File: src/rtl/game_tick_gen_if.sv
// game_tick_gen_if: period configuration bus
// for the tick generator channels.
interface game_tick_gen_if #(
  parameter int CNT_W = 24
);
  logic             cfg_we;
  logic [2:0]       cfg_ch;
  logic [CNT_W-1:0] cfg_period;

  modport master (
    output cfg_we,
    output cfg_ch,
    output cfg_period
  );

  modport slave (
    input cfg_we,
    input cfg_ch,
    input cfg_period
  );
endinterface

File: src/rtl/game_tick_gen.sv
// game_tick_gen: multi-channel clock-enable generator
// with free-run / frame-sync channels, pause, step, resync.
module game_tick_gen #(
  parameter int               NUM_CH           = 4,
  parameter int               CNT_W            = 24,
  parameter logic [CNT_W-1:0] DEFAULT_PERIOD   = CNT_W'(1048576),
  parameter bit               VSYNC_ACTIVE_LOW = 1'b1
) (
  input  logic              clk,
  input  logic              rst,
  input  logic              run,
  input  logic              step,
  input  logic              resync,
  input  logic              vsync_in,
  input  logic [NUM_CH-1:0] sync_mask,
  game_tick_gen_if.slave    cfg,
  output logic [NUM_CH-1:0] tick,
  output logic              frame_edge
);

  localparam logic ACT = VSYNC_ACTIVE_LOW ? 1'b0 : 1'b1;

  logic             vs_d;
  logic             vs_edge;
  logic [CNT_W-1:0] period [NUM_CH];
  logic [CNT_W-1:0] cnt    [NUM_CH];
  logic [NUM_CH-1:0] term;
  logic [NUM_CH-1:0] hit;
  logic [NUM_CH-1:0] adv;

  assign vs_edge = (vsync_in == ACT) && (vs_d != ACT);

  // Terminal count, config hit and advance qualifier per channel;
  // a stored period of 0 terminates at count 0 just like period 1.
  always_comb begin
    term = '0;
    hit  = '0;
    adv  = '0;
    for (int i = 0; i < NUM_CH; i++) begin
      if (period[i] == '0)
        term[i] = (cnt[i] == '0);
      else
        term[i] = (cnt[i] == period[i] - 1'b1);
      hit[i] = cfg.cfg_we && (cfg.cfg_ch == 3'(i));
      adv[i] = run && (!sync_mask[i] || vs_edge);
    end
  end

  // Vsync edge detector and registered frame pulse, free of run.
  always_ff @(posedge clk) begin
    if (rst) begin
      vs_d       <= ~ACT;
      frame_edge <= 1'b0;
    end else begin
      vs_d       <= vsync_in;
      frame_edge <= vs_edge;
    end
  end

  // Period registers: written by an in-range config strobe.
  always_ff @(posedge clk) begin
    for (int i = 0; i < NUM_CH; i++) begin
      if (rst)
        period[i] <= DEFAULT_PERIOD;
      else if (hit[i])
        period[i] <= cfg.cfg_period;
    end
  end

  // Channel counters and ticks: resync > write > step > count.
  always_ff @(posedge clk) begin
    for (int i = 0; i < NUM_CH; i++) begin
      if (rst) begin
        cnt[i]  <= '0;
        tick[i] <= 1'b0;
      end else if (resync || hit[i]) begin
        cnt[i]  <= '0;
        tick[i] <= 1'b0;
      end else if (!run && step) begin
        cnt[i]  <= '0;
        tick[i] <= 1'b1;
      end else if (adv[i]) begin
        if (term[i]) begin
          cnt[i]  <= '0;
          tick[i] <= 1'b1;
        end else begin
          cnt[i]  <= cnt[i] + 1'b1;
          tick[i] <= 1'b0;
        end
      end else begin
        tick[i] <= 1'b0;
      end
    end
  end

endmodule

File: src/flat_wrapper.sv
// flat-port wrapper written by rule: the top's interface ports become plain ports
module game_tick_gen_flat 
#(
  parameter int               NUM_CH           = 4,
  parameter int               CNT_W            = 24,
  parameter logic [CNT_W-1:0] DEFAULT_PERIOD   = CNT_W'(1048576),
  parameter bit               VSYNC_ACTIVE_LOW = 1'b1
)
  (clk, rst, run, step, resync, vsync_in, sync_mask, tick, frame_edge, cfg_cfg_we, cfg_cfg_ch, cfg_cfg_period);
  game_tick_gen_if #(.CNT_W(CNT_W)) cfg_i ();
  input  logic clk;
  input  logic rst;
  input  logic run;
  input  logic step;
  input  logic resync;
  input  logic vsync_in;
  input  logic [NUM_CH-1:0] sync_mask;
  output logic [NUM_CH-1:0] tick;
  output logic frame_edge;
  input wire logic [$bits(cfg_i.cfg_we)-1:0] cfg_cfg_we;
  input wire logic [$bits(cfg_i.cfg_ch)-1:0] cfg_cfg_ch;
  input wire logic [$bits(cfg_i.cfg_period)-1:0] cfg_cfg_period;
  assign cfg_i.cfg_we = cfg_cfg_we;
  assign cfg_i.cfg_ch = cfg_cfg_ch;
  assign cfg_i.cfg_period = cfg_cfg_period;
  game_tick_gen #(.NUM_CH(NUM_CH), .CNT_W(CNT_W), .DEFAULT_PERIOD(DEFAULT_PERIOD), .VSYNC_ACTIVE_LOW(VSYNC_ACTIVE_LOW)) u_core (.clk(clk), .rst(rst), .run(run), .step(step), .resync(resync), .vsync_in(vsync_in), .sync_mask(sync_mask), .cfg(cfg_i), .tick(tick), .frame_edge(frame_edge));
endmodule
File: config.mk
export PLATFORM = sky130hd
export DESIGN_NAME = game_tick_gen_flat
export DESIGN_NICKNAME = d
export VERILOG_FILES = /design/src/rtl/game_tick_gen_if.sv /design/src/rtl/game_tick_gen.sv /design/src/flat_wrapper.sv
export SDC_FILE = /design/constraint.sdc
export NUM_CORES = 1
export LEC_CHECK = 0
export CAP_MARGIN = 15
export CORE_ASPECT_RATIO = 1.5
export CORE_MARGIN = 2
export CORE_UTILIZATION = 40
export CTS_BUF_LIST = sky130_fd_sc_hd__clkbuf_8 sky130_fd_sc_hd__clkbuf_16
export CTS_CLUSTER_DIAMETER = 40
export DETAILED_ROUTE_END_ITERATION = 10
export SYNTH_ARGS = -nofsm -noshare
export SYNTH_HDL_FRONTEND = slang
export SYNTH_SLANG_ARGS = --single-unit
File: constraint.sdc
create_clock -name clk -period 4.4 [get_ports clk]
set_input_delay 0.44 -clock clk [delete_from_list [all_inputs] [get_ports clk]]
set_output_delay 0.44 -clock clk [all_outputs]
set_load 0.01 [all_outputs]
Yosys cells after proc, flatten, opt, wreduce, memory -nomap -nowiden
Memory sizes are Yosys's and may differ from the RTL's.
Cells that the tools add are included.
{"block": "totals", "rom_bits": 0, "reg_bits": 6, "latch_bits": 0, "inputBits": 38, "out_inout_bits": 5, "mem_count": 2, "ram_bits": 192}
{"block": "op_classes", "n_reduce_logical": 36, "n_bitwise": 21, "add_sub_neg": 8, "magnitude_cmp": 0, "muxes": 115, "shift": 0, "n_eq_ne": 7, "div": 0, "multipliers": 0}
{"memory": "u_core.cnt", "words": 4, "word_bits": 24, "read_ports": 4, "rd_clocked_by_memory_dff": 0, "write_ports": 4, "line_no": "game_tick_gen.sv:26", "text": "logic [CNT_W-1:0] cnt [NUM_CH];"}
{"memory": "u_core.period", "words": 4, "word_bits": 24, "read_ports": 4, "rd_clocked_by_memory_dff": 0, "write_ports": 4, "line_no": "game_tick_gen.sv:25", "text": "logic [CNT_W-1:0] period [NUM_CH];"}
{"operator": "$mux W24", "count": 20}
{"operator": "$logic_not A24 Y1", "count": 8}
{"operator": "$add A24 B1 Y24 const B", "count": 4}
{"operator": "$eq A24 B24 Y1", "count": 4}
{"operator": "$sub A24 B1 Y24 const B", "count": 4}
{"operator": "$mux W1", "count": 95}
{"operator": "$or A1 B1 Y1", "count": 20}
{"operator": "$logic_and A1 B1 Y1", "count": 10}
{"operator": "$logic_or A1 B1 Y1", "count": 8}
{"operator": "$reduce_or A2 Y1", "count": 4}
{"operator": "$eq A3 B2 Y1 const B", "count": 2}
{"operator": "$logic_not A1 Y1", "count": 5}
{"operator": "$eq A3 B1 Y1 const B", "count": 1}
{"operator": "$logic_not A3 Y1", "count": 1}
{"operator": "$not A1 Y1", "count": 1}

Longest topological paths before layout
{"block": "logic_depth", "ltp_word": 11, "depth_mapped": 14, "ltp_nobuf": 10}

Worst setup path before layout
OpenSTA, ideal clock, no wires.
{"block": "synth_path", "path_type": "register to register", "startpoint": "memory u_core.period[0][0]", "endpoint": "memory u_core.cnt[0][16] (data pin)", "path_slack_ns": 0.657, "path_buffers": 3, "required_ns": 4.143, "path_stages_with_launch": 13, "arrival_time_ns": 3.487, "path_cell_list": "edfxtp_1 -> inv_1 -> ha_1 -> buf_2 -> or4b_2 -> or3_1 -> o31a_1 -> or4_1 -> o41ai_1 -> or2_2 -> clkbuf_1 -> buf_2 -> nor2_1"}
{"item": "from (decl)", "line_no": "game_tick_gen.sv:25"}
{"item": "to (decl)", "line_no": "game_tick_gen.sv:26"}

==> impl_metrics.tcl <==
set metrics [dict create \
    maxCapViolCount 0 \
    period_share_pct 94.2 \
    synth-edff-count 192 \
    post-route-drc-count 0 \
    place_congestion 0.945 \
    worst_slew_pin_slew_ns 0.944 \
    stdcell_count 1745 \
    drive_above_1_share_pct 7.79 \
    max_slew_margin_pct 36.7 \
    clock_path_buffers 2 \
    r2r_slack_ns 0.26 \
    post-cts-setup-buffer-count 0 \
    netlist.area_leader.share_pct 44.7 \
    cpLargestDelayFamily "simple AND/OR/NAND/NOR gates" \
    port_buffers 42 \
    final_nets 1376 \
    vias 9771 \
    clock_skew_ns 0.00624 \
    syn_inst 1305 \
    dpl.hpwl_mm 24.5 \
    die_h_um 224 \
    dr.pass1.iters 6 \
    synthTopCellsByCount "192 x edfxtp_1, 122 x nor2_1, 116 x xnor2_1" \
    place_inst 1712 \
    hold_path.startpoint "u_core.vs_d$_SDFF_PP1_" \
    max_stage_delay_ns 0.65 \
    crit_arrival_ns 4.34 \
    setup_viol_count_final 0 \
    numCtsBuffers 17 \
    cts_resized 0 \
    placed_area_um2 13700 \
    finalHoldViolCount 0 \
    path_cells "inv_1 -> ha_1 -> or4b_2 -> or3_1 -> o31a_1 -> or4_1 -> o41ai_1 -> or2_2 -> nor2_1" \
    die_w_um 151 \
    path_class "register to register" \
    path_buf_inv 1 \
    synthArstFlopShare_pct 0 \
    rr_startpoint "u_core.period[0][0]$_SDFFCE_PN0P_" \
    antenna_cells 0 \
    ant_nets 0 \
    crit_required_ns 4.60 \
    peakVddDrop_v 0.000292 \
    fmax_ghz 0.241 \
    avgViaCountPerCell 5.60 \
    initial_core_util_pct 40.6 \
    hold_depth 2 \
    netlist_area_um2 12900 \
    seq_area_frac_synth_pct 45.7 \
    yosysWarnings 0 \
    antenna_found_initial 0 \
    cts_hold_buffers 0 \
    start_kind "register" \
    synth.most_common_cell "edfxtp_1" \
    drt-total-wl_mm 32.6 \
    rr_worst_depth 9 \
    dieArea_um2 33700 \
    synthFlopType "edfxtp_1" \
    leakagePower_nw 4.75 \
    status "finished clean" \
    hold_class "register to register" \
    final_cell_area_um2 14300 \
    fillCellCount 3007 \
    maxSlewViolCount 0 \
    syn_area_per_cell_um2 9.88 \
    h-tree-depth 4 \
    cp-startpoint "u_core.period[0][0]$_SDFFCE_PN0P_" \
    syn_nets 1358 \
    yosys-top-cells-area "edfxtp_1 45%, xnor2_1 7.9%, xor2_1 6.5%" \
    yosysTopAreaCell "edfxtp_1" \
    setup-tns-final_ns 0 \
    grt_pass1_wl_mm 51.5 \
    wire_per_inst_um 18.7 \
    areaGrowthSynthToFinish_pct 10.7 \
    rows 80 \
    cts_tree "done" \
    ys_ff_latch 198 \
    cts.sinks 198 \
    path_max_fanout 24 \
    power_density_nw_per_um2 313 \
    grt_max_degree 25 \
    synthDistinctLibCells 79 \
    core-area_um2 31700 \
    period_needed_ns 4.14 \
    worstReg2RegEnd "u_core.cnt[0][13]$_SDFFCE_PN0P_" \
    p_total_mw 4.47 \
    rsz0062_at_grt "false" \
    grt_pass1_vias 9428 \
    cts.reportedPaths.clkPinSlew_ns 0.08 \
    grt_usage_pct 19.9 \
    holdPathEnd "u_core.frame_edge$_SDFF_PP0_" \
    root_buffer "clkbuf_16" \
    crit_slowest_cell "or4b_2" \
    endpoint_kind "register" \
    insertion_delay_ns 0.46 \
    dr.first_iter.drc_count 658 \
    boundaryPins 43 \
    grt_overflow 0 \
]
==> stage by stage <==
stage	worst slack, ns	hold WS, ns	utilization [%]
2_1_floorplan	0.657	0.408	-
6_report	0.257	0.426	45.0
4_1_cts	0.269	0.431	44.9
3_3_place_gp	0.500	0.415	43.1
5_1_grt	0.0161	0.475	45.0
3_5_place_dp	0.283	0.420	43.1
==> kinds of logic (layout without fill, tap and decap cells) <==
logic type	Yosys count	in the layout	synth area share [%]
xor gates and xnor gates	212	212	14.4
adders and majority gates	15	15	1.46
AOI/OAI and AO/OA	109	109	6.00
and+or+nand+nor	665	665	28.3
DFF	198	198	45.7
muxes	6	6	0.466
buffers and inverters	100	130	3.71
==> metal layers <==
layer / up-vias / share of wire [%] / GRT usage (%)
met3: 75 / 2.7 / 2.93
met5: - / 0 / 0
met1: 4755 / 41 / 23.3
met4: 0 / 4.4 / 10.1
met2: 193 / 52 / 35.0
li1: 4748 / - / -
==> how the worst max path moves through the flow <==
stage	endpoint	slack [ns]	cells after the start
detailed placement	u_core.cnt[0][13]$_SDFFCE_PN0P_	0.28	9
finish	u_core.cnt[0][13]$_SDFFCE_PN0P_	0.26	9
CTS	u_core.cnt[0][13]$_SDFFCE_PN0P_	0.27	9
global route	u_core.cnt[0][13]$_SDFFCE_PN0P_	0.02	9
floorplan	u_core.cnt[0][16]$_SDFFCE_PN0P_	0.66	12
global placement	u_core.cnt[0][17]$_SDFFCE_PN0P_	0.50	9
==> where the power goes <==
| group | switching [mW] | internal [mW] | total (mW) |
|---|---|---|---|
| registers | 0.165 | 2.17 | 2.34 |
| logic | 0.290 | 0.243 | 0.533 |
| clock network | 0.758 | 0.842 | 1.60 |
| total | 1.21 | 3.26 | 4.47 |
==> worst register-to-register path, cell delays in order, from the launching register on <==
cell and delay [ns]:
edfxtp_1 0.44, inv_1 0.11, ha_1 0.38, or4b_2 0.65, or3_1 0.38, o31a_1 0.28, or4_1 0.51, o41ai_1 0.53
or2_2 0.50, nor2_1 0.11
==> sequential cells by signal, indices dropped and copies added (netlist names) <==
| register | flops |
|---|---|
| u_core.tick | 4 |
| u_core.cnt | 96 |
| u_core.vs_d | 1 |
| u_core.frame_edge | 1 |
| u_core.period | 96 |
==> area by class of cell <==
cell class | instances | area [um^2] | share of cell area [%]
sequential | 198 | 5890 | 41.2
inverter | 34 | 128 | 0.894
tap | 410 | 513 | 3.59
clock inverter | 14 | 156 | 1.10
timing repair buffer | 65 | 609 | 4.27
multi-input combinational | 1007 | 6550 | 45.9
clock buffer | 17 | 425 | 2.98
==> layout by cell type (no fill, tap or decap), types with 5 or more instances in the layout <==
| cell type | n |
|---|---|
| nor4_1 | 46 |
| o31ai_1 | 5 |
| ha_1 | 15 |
| buf_4 | 21 |
| nand3_1 | 65 |
| nor4b_1 | 7 |
| nand2b_1 | 18 |
| nor3_2 | 5 |
| or3_1 | 17 |
| nor2_2 | 20 |
| a31oi_1 | 6 |
| clkbuf_16 | 17 |
| xor2_1 | 96 |
| and4_1 | 5 |
| mux2i_1 | 6 |
| o311ai_0 | 6 |
| nor2b_1 | 11 |
| nand2_1 | 66 |
| nand3b_1 | 5 |
| edfxtp_1 | 192 |
| o21ai_0 | 24 |
| and3_1 | 24 |
| or2_2 | 12 |
| or4_1 | 17 |
| nand4_1 | 34 |
| dfxtp_1 | 6 |
| nor3_1 | 71 |
| nor2_1 | 122 |
| clkdlybuf4s50_1 | 42 |
| inv_1 | 35 |
| and2_1 | 98 |
| xnor2_1 | 116 |
| a21oi_1 | 17 |
Note: power is estimated with default switching activity, not from simulation.
